$ cat src/rtl/seg_s2p_rx.sv
// Receive side of the serial seven-segment link: resynchronises clock/data/enable/clear
// and rebuilds WIDTH-bit frames, flagging good frames and malformed ones with pulses.
module seg_s2p_rx #(
    parameter int WIDTH       = 64,
    parameter int SYNC_STAGES = 2
) (
    input  logic             clk,
    input  logic             rst,
    input  logic             seg_clk,
    input  logic             seg_sout,
    input  logic             SEG_PEN,
    input  logic             seg_clrn,
    output logic [WIDTH-1:0] p_data,
    output logic             frame_valid,
    output logic             frame_err,
    output logic             busy,
    output logic [15:0]      frame_cnt
);
    localparam int CW = $clog2(WIDTH + 2);

    typedef enum logic {IDLE, SHIFT} state_t;

    logic [SYNC_STAGES-1:0] sclk_sync_q, sclk_sync_d;
    logic [SYNC_STAGES-1:0] pen_sync_q, pen_sync_d;
    logic [SYNC_STAGES-1:0] clrn_sync_q, clrn_sync_d;
    logic [SYNC_STAGES-1:0] sout_sync_q, sout_sync_d;
    logic sclk_hist_q, sclk_hist_d;
    logic pen_hist_q, pen_hist_d;
    logic ev_sclk_rise_q, ev_sclk_rise_d;
    logic ev_pen_rise_q, ev_pen_rise_d;
    logic ev_pen_fall_q, ev_pen_fall_d;
    logic ev_clr_q, ev_clr_d;
    logic ev_sout_q, ev_sout_d;

    state_t           state_q, state_d;
    logic [WIDTH-1:0] sr_q, sr_d;
    logic [CW-1:0]    cnt_q, cnt_d;
    logic [WIDTH-1:0] p_data_q, p_data_d;
    logic             frame_valid_q, frame_valid_d;
    logic             frame_err_q, frame_err_d;
    logic             busy_q, busy_d;
    logic [15:0]      frame_cnt_q, frame_cnt_d;

    // Edges are detected after the last sync stage and registered once more, so the
    // serial data bit travels alongside its clock edge through an identical pipeline.
    always_comb begin
        sclk_sync_d    = {sclk_sync_q[SYNC_STAGES-2:0], seg_clk};
        pen_sync_d     = {pen_sync_q[SYNC_STAGES-2:0], SEG_PEN};
        clrn_sync_d    = {clrn_sync_q[SYNC_STAGES-2:0], seg_clrn};
        sout_sync_d    = {sout_sync_q[SYNC_STAGES-2:0], seg_sout};
        sclk_hist_d    = sclk_sync_q[SYNC_STAGES-1];
        pen_hist_d     = pen_sync_q[SYNC_STAGES-1];
        ev_sclk_rise_d = sclk_sync_q[SYNC_STAGES-1] & ~sclk_hist_q;
        ev_pen_rise_d  = pen_sync_q[SYNC_STAGES-1] & ~pen_hist_q;
        ev_pen_fall_d  = ~pen_sync_q[SYNC_STAGES-1] & pen_hist_q;
        ev_clr_d       = ~clrn_sync_q[SYNC_STAGES-1];
        ev_sout_d      = sout_sync_q[SYNC_STAGES-1];
    end

    always_comb begin
        state_d       = state_q;
        sr_d          = sr_q;
        cnt_d         = cnt_q;
        p_data_d      = p_data_q;
        frame_valid_d = 1'b0;
        frame_err_d   = 1'b0;
        frame_cnt_d   = frame_cnt_q;
        case (state_q)
            IDLE: begin
                if (ev_pen_fall_q) begin
                    state_d = SHIFT;
                    sr_d    = '0;
                    cnt_d   = '0;
                end
            end
            SHIFT: begin
                // Clear beats a coincident shift; the shift lands before the length check.
                if (ev_clr_q) begin
                    sr_d  = '0;
                    cnt_d = '0;
                end else if (ev_sclk_rise_q) begin
                    sr_d  = {sr_q[WIDTH-2:0], ev_sout_q};
                    cnt_d = (cnt_q == CW'(WIDTH + 1)) ? cnt_q : cnt_q + 1'b1;
                end
                if (ev_pen_rise_q) begin
                    state_d = IDLE;
                    if (cnt_d == CW'(WIDTH)) begin
                        p_data_d      = sr_d;
                        frame_valid_d = 1'b1;
                        frame_cnt_d   = frame_cnt_q + 16'd1;
                    end else begin
                        frame_err_d = 1'b1;
                    end
                end
            end
            default: state_d = IDLE;
        endcase
        busy_d = (state_d == SHIFT);
    end

    always_ff @(posedge clk or posedge rst) begin
        if (rst) begin
            sclk_sync_q    <= '1;
            pen_sync_q     <= '1;
            clrn_sync_q    <= '1;
            sout_sync_q    <= '0;
            sclk_hist_q    <= 1'b1;
            pen_hist_q     <= 1'b1;
            ev_sclk_rise_q <= 1'b0;
            ev_pen_rise_q  <= 1'b0;
            ev_pen_fall_q  <= 1'b0;
            ev_clr_q       <= 1'b0;
            ev_sout_q      <= 1'b0;
            state_q        <= IDLE;
            sr_q           <= '0;
            cnt_q          <= '0;
            p_data_q       <= '0;
            frame_valid_q  <= 1'b0;
            frame_err_q    <= 1'b0;
            busy_q         <= 1'b0;
            frame_cnt_q    <= '0;
        end else begin
            sclk_sync_q    <= sclk_sync_d;
            pen_sync_q     <= pen_sync_d;
            clrn_sync_q    <= clrn_sync_d;
            sout_sync_q    <= sout_sync_d;
            sclk_hist_q    <= sclk_hist_d;
            pen_hist_q     <= pen_hist_d;
            ev_sclk_rise_q <= ev_sclk_rise_d;
            ev_pen_rise_q  <= ev_pen_rise_d;
            ev_pen_fall_q  <= ev_pen_fall_d;
            ev_clr_q       <= ev_clr_d;
            ev_sout_q      <= ev_sout_d;
            state_q        <= state_d;
            sr_q           <= sr_d;
            cnt_q          <= cnt_d;
            p_data_q       <= p_data_d;
            frame_valid_q  <= frame_valid_d;
            frame_err_q    <= frame_err_d;
            busy_q         <= busy_d;
            frame_cnt_q    <= frame_cnt_d;
        end
    end

    assign p_data      = p_data_q;
    assign frame_valid = frame_valid_q;
    assign frame_err   = frame_err_q;
    assign busy        = busy_q;
    assign frame_cnt   = frame_cnt_q;

endmodule

$ cat config.mk
export PLATFORM = sky130hd
export DESIGN_NAME = seg_s2p_rx
export DESIGN_NICKNAME = d
export VERILOG_FILES = /design/src/rtl/seg_s2p_rx.sv
export SDC_FILE = /design/constraint.sdc
export NUM_CORES = 1
export LEC_CHECK = 0
export ABC_CLOCK_PERIOD_IN_PS = 4800
export BUFFER_PORTS_ARGS = -buffer_cell sky130_fd_sc_hd__buf_2
export CAP_MARGIN = 40
export CELL_PAD_IN_SITES_DETAIL_PLACEMENT = 0
export CELL_PAD_IN_SITES_GLOBAL_PLACEMENT = 1
export CORE_MARGIN = 8
export CORE_UTILIZATION = 34
export CTS_CLUSTER_SIZE = 30
export DETAILED_ROUTE_END_ITERATION = 16
export PLACE_DENSITY_LB_ADDON = 0.15
export SYNTH_ARGS = -nofsm -noshare
export SYNTH_HDL_FRONTEND = slang
export SYNTH_SLANG_ARGS = --single-unit
$ cat constraint.sdc
create_clock -name clk -period 4.8 [get_ports clk]
set_input_delay 0.24 -clock clk [delete_from_list [all_inputs] [get_ports clk]]
set_output_delay 0.24 -clock clk [all_outputs]
set_load 0.01 [all_outputs]
==> results.md <==
* Port bufs at between 80 and 90
* Final WL at about 16 mm
* Path category of the worst min-delay check: primary input to asynchronous set/reset pin
* I/O pin total at 89
* Fin Hold WS at approximately 350 ps
* Post-CTS Resized at 0
* CTS tree: built
* Worst-Margin Slew at ~950 ps
* Data required, critical path at a little over 5000 ps
* CTS Hold Buffers Added at 5
* Most frequent cell after synthesis: dfrtp_1
* DR vias at between 4000 and 5000
* Status: complete, no violations
* CP Capture Type: flip-flop
* Post-DP HPWL at approximately 10 mm
* Logic pwr share at ~5.2%
* Core ar. at between 20000 and 25000 µm²
* Worst Setup Path Type: flip-flop to flip-flop
* Hold Violations, Final at 0
* Sequential Power Share at between 40 and 50%
* Switch share at between 20 and 25%
* Most frequent cells after synthesis: dfrtp_1 (161), nand2_1 (77), a22o_1 (65), mux2i_1 (64), o31ai_2 (40)
* Fin. max-slew vios at 0
* Post-synth top area cell: dfrtp_1
* Diode count at 0
* Layout cells sized above 1 at between 20% and 30%
* Yosys cell types at 45
* Initial Util at 34.76%
* Skew final at 7.659 ps
* Syn_nets at between 500 and 600
* Pre-antenna DRT Iters at 4
* Post-synth EDFFs at 0
* Critical path's largest stage delay at 740 ps
* Max FO, Critical Path at between 50 and 60
* Synthesized cell area at roughly 7300 µm²
* Cell chosen for the clock root: clkbuf_16
* H-Tree Depth at 4
* Worst-path cell chain: buf_4 > inv_1 > nor2_4 > buf_4 > a22o_1
* Avg Vias per Cell at roughly 5.1
* Layout Cells excl Fill at approximately 940
* Seq/Total Area, Yosys at ~58%
* Post-synth ARST share at between 90% and 100%
* Syn_area_per_cell at around 13 µm²
* GR Overflow Total at 0
* Post-Route Setup TNS at 0 ps
* Largest net degree at the start of global routing at 128
* Crit share post-route at between 60% and 70%
* Clock-pin slew on the worst setup and hold paths at about 60 ps
* Routed wire per std cell at 17.07 µm
* Net switching power at between 0.6 and 0.7 mW
* Post CTS Setup Buffer Count at 0
* Full die area at about 27000 µm²
* Critical path arrival at roughly 3400 ps
* Global-route wire length before repair at approximately 27 mm
* Gate Count Post-Synth at 579
* Syn-to-layout area delta at 18.61%
* RSZ-0062 raised after global routing: false
* Final Setup Violations at 0
* Max-cap violations at 0
* Clock sinks at 169
* Final nets at 664
* Main area contributors after synthesis: dfrtp_1 (55%), mux2i_1 (8.7%), a22o_1 (7.8%), o31ai_2 (6.8%), nand2_1 (3.9%)
* Cts bufs inserted at 17
* Initial antenna violation count at 0
* Predominant post-synthesis flop cell: dfrtp_1
* Layout fillers at 2001
* Clock buffer depth at 2
* Placed cells at ~910
* Total GRT Usage at between 10% and 20%
* Vias in the first global route at slightly below 5000
* CP most frequent cell: buf_4
* Share of total power in the clock network at between 40% and 50%
* Yosys warns at 0
* Critical-path top delay cell: buf_4
* #FFs+latches synth at roughly 170
* Leak pwr at between 4 and 5 nW
* Gpl congestion at around 0.7
* Die X at ~160 µm
* Top Family by Delay on Critical Path: buffers and inverters
* Drt first-iter violations at approximately 270
* P_int at around 2.3 mW
* PD cells at ~350 nW/µm²
* Final ANT Viol Nets at 0
* Synth top area share at approximately 55%
* Clock latency on the worst-skew pair at 420 ps
* DRC at 0
* Buffers plus inverters on the worst setup path at 3
* Slew headroom at a little over a third
* Post-route minimum period at about 3000 ps
* Die height at 162.8 µm
* # rows at between 50 and 60
* Critical path launch point type: flip-flop
* Peak supply drop at about 0.21 mV
* Max Clk Rate at ~330 MHz
==> final timing paths <==
| check | start | cells after the start | endpoint | slack (ps) |
|---|---|---|---|---|
| max reg2reg | ev_sclk_rise_q$_DFF_PP0_ | 5 | sr_q[46]$_DFFE_PP0P_ | 1800 |
| min in group clk | sclk_sync_q[0]$_DFF_PP1_ | 0 | sclk_sync_q[1]$_DFF_PP1_ | 350 |
| max in group asynchronous | rst | 5 | sr_q[2]$_DFFE_PP0P_ | 3240 |
| max | ev_sclk_rise_q$_DFF_PP0_ | 5 | sr_q[46]$_DFFE_PP0P_ | 1800 |
| min reg2reg | sclk_sync_q[0]$_DFF_PP1_ | 0 | sclk_sync_q[1]$_DFF_PP1_ | 350 |
| min | rst | 3 | frame_cnt[6]$_DFFE_PP0P_ | 350 |
==> per-layer routing <==
| metal | GRT usage (%) | wire, µm | up-vias |
|---|---|---|---|
| met1 | 16.28 | 7629 | 2445 |
| li1 | - | - | 2289 |
| met5 | 0 | 0 | - |
| met2 | 19.75 | 7691 | 68 |
| met3 | 3.438 | 628 | 8 |
| met4 | 3.545 | 129 | 0 |
==> power by group through the flow <==
stage	clock [mW]	sequential (mW)	combinational [mW]
after CTS	1.45	1.46	0.161
after global placement	0	1.49	0.142
final	1.40	1.46	0.156
after detailed placement	0	1.49	0.158
after floorplan	0	1.47	0.114
after global routing	1.51	1.46	0.174
==> registers in the layout, summed over array words and instances, names as in the netlist <==
register / flops
ev_pen_fall_q: 1
ev_clr_q: 1
sclk_sync_q: 2
sclk_hist_q: 1
frame_err: 1
busy: 1
pen_hist_q: 1
frame_cnt: 16
ev_sclk_rise_q: 1
p_data: 64
cnt_q: 7
clrn_sync_q: 2
sr_q: 64
ev_sout_q: 1
ev_pen_rise_q: 1
sout_sync_q: 2
frame_valid: 1
pen_sync_q: 2
==> logic make-up after synthesis <==
| logic type | share of synthesized area [%] |
|---|---|
| muxes | 8.894 |
| DFF | 57.84 |
| buffers and inverters | 3.312 |
| adders and majority gates | 0.5122 |
| AOI/OAI and AO/OA | 19.68 |
| xor gates and xnor gates | 1.912 |
| and+or+nand+nor | 7.852 |
==> final cells by class <==
| cell class | instances | area [µm²] | share of cell area, % |
|---|---|---|---|
| Clock buffer | 20 | 456.7 | 5.253 |
| Clock inverter | 11 | 146.4 | 1.684 |
| Inverter | 6 | 26.28 | 0.3022 |
| Multi-Input combinational cell | 360 | 2878 | 33.10 |
| Sequential cell | 169 | 4247 | 48.85 |
| Tap cell | 275 | 344.1 | 3.958 |
| Timing Repair Buffer | 101 | 595.6 | 6.851 |
==> metrics by stage <==
step	area, µm²	worst slack (ps)	utilization (%)	power, mW
floorplan	7333	2412	-	1.587
detailed placement	8040	1759	38.13	1.643
CTS	8693	1742	41.22	3.072
global route	8693	1549	41.22	3.142
global placement	7993	1807	37.90	1.634
finish	8693	1801	41.22	3.015
==> worst register-to-register path: cells and delay by family, from the launching register on <==
family                 cells  cell delay, ps
buffers and inverters      3            1410
and+or+nand+nor            1             660
DFF                        1             650
AOI/OAI and AO/OA          1             220
==> cells in the final DEF, fill, tap and decap left out, types with 2 or more instances in the layout <==
master / instances
a22o_1: 65
clkbuf_8: 2
nor3_1: 3
nand3b_1: 2
a21oi_1: 2
o31ai_1: 28
clkbuf_16: 17
dfrtp_1: 159
nand3_1: 5
xnor2_1: 10
and3_1: 4
nor2_1: 5
buf_12: 2
dfrtp_4: 2
mux2i_1: 64
inv_1: 5
nor4_1: 4
nand2b_1: 2
buf_2: 88
o31ai_2: 40
nand4_1: 6
dlygate4sd3_1: 5
and4_1: 4
nor2b_1: 5
ha_1: 3
xor2_1: 6
buf_4: 5
clkinv_2: 2
bufinv_16: 3
dfstp_2: 8
clkinvlp_4: 6
o21ai_0: 6
nand2_1: 77
Note: power is estimated with default switching activity, not from simulation.
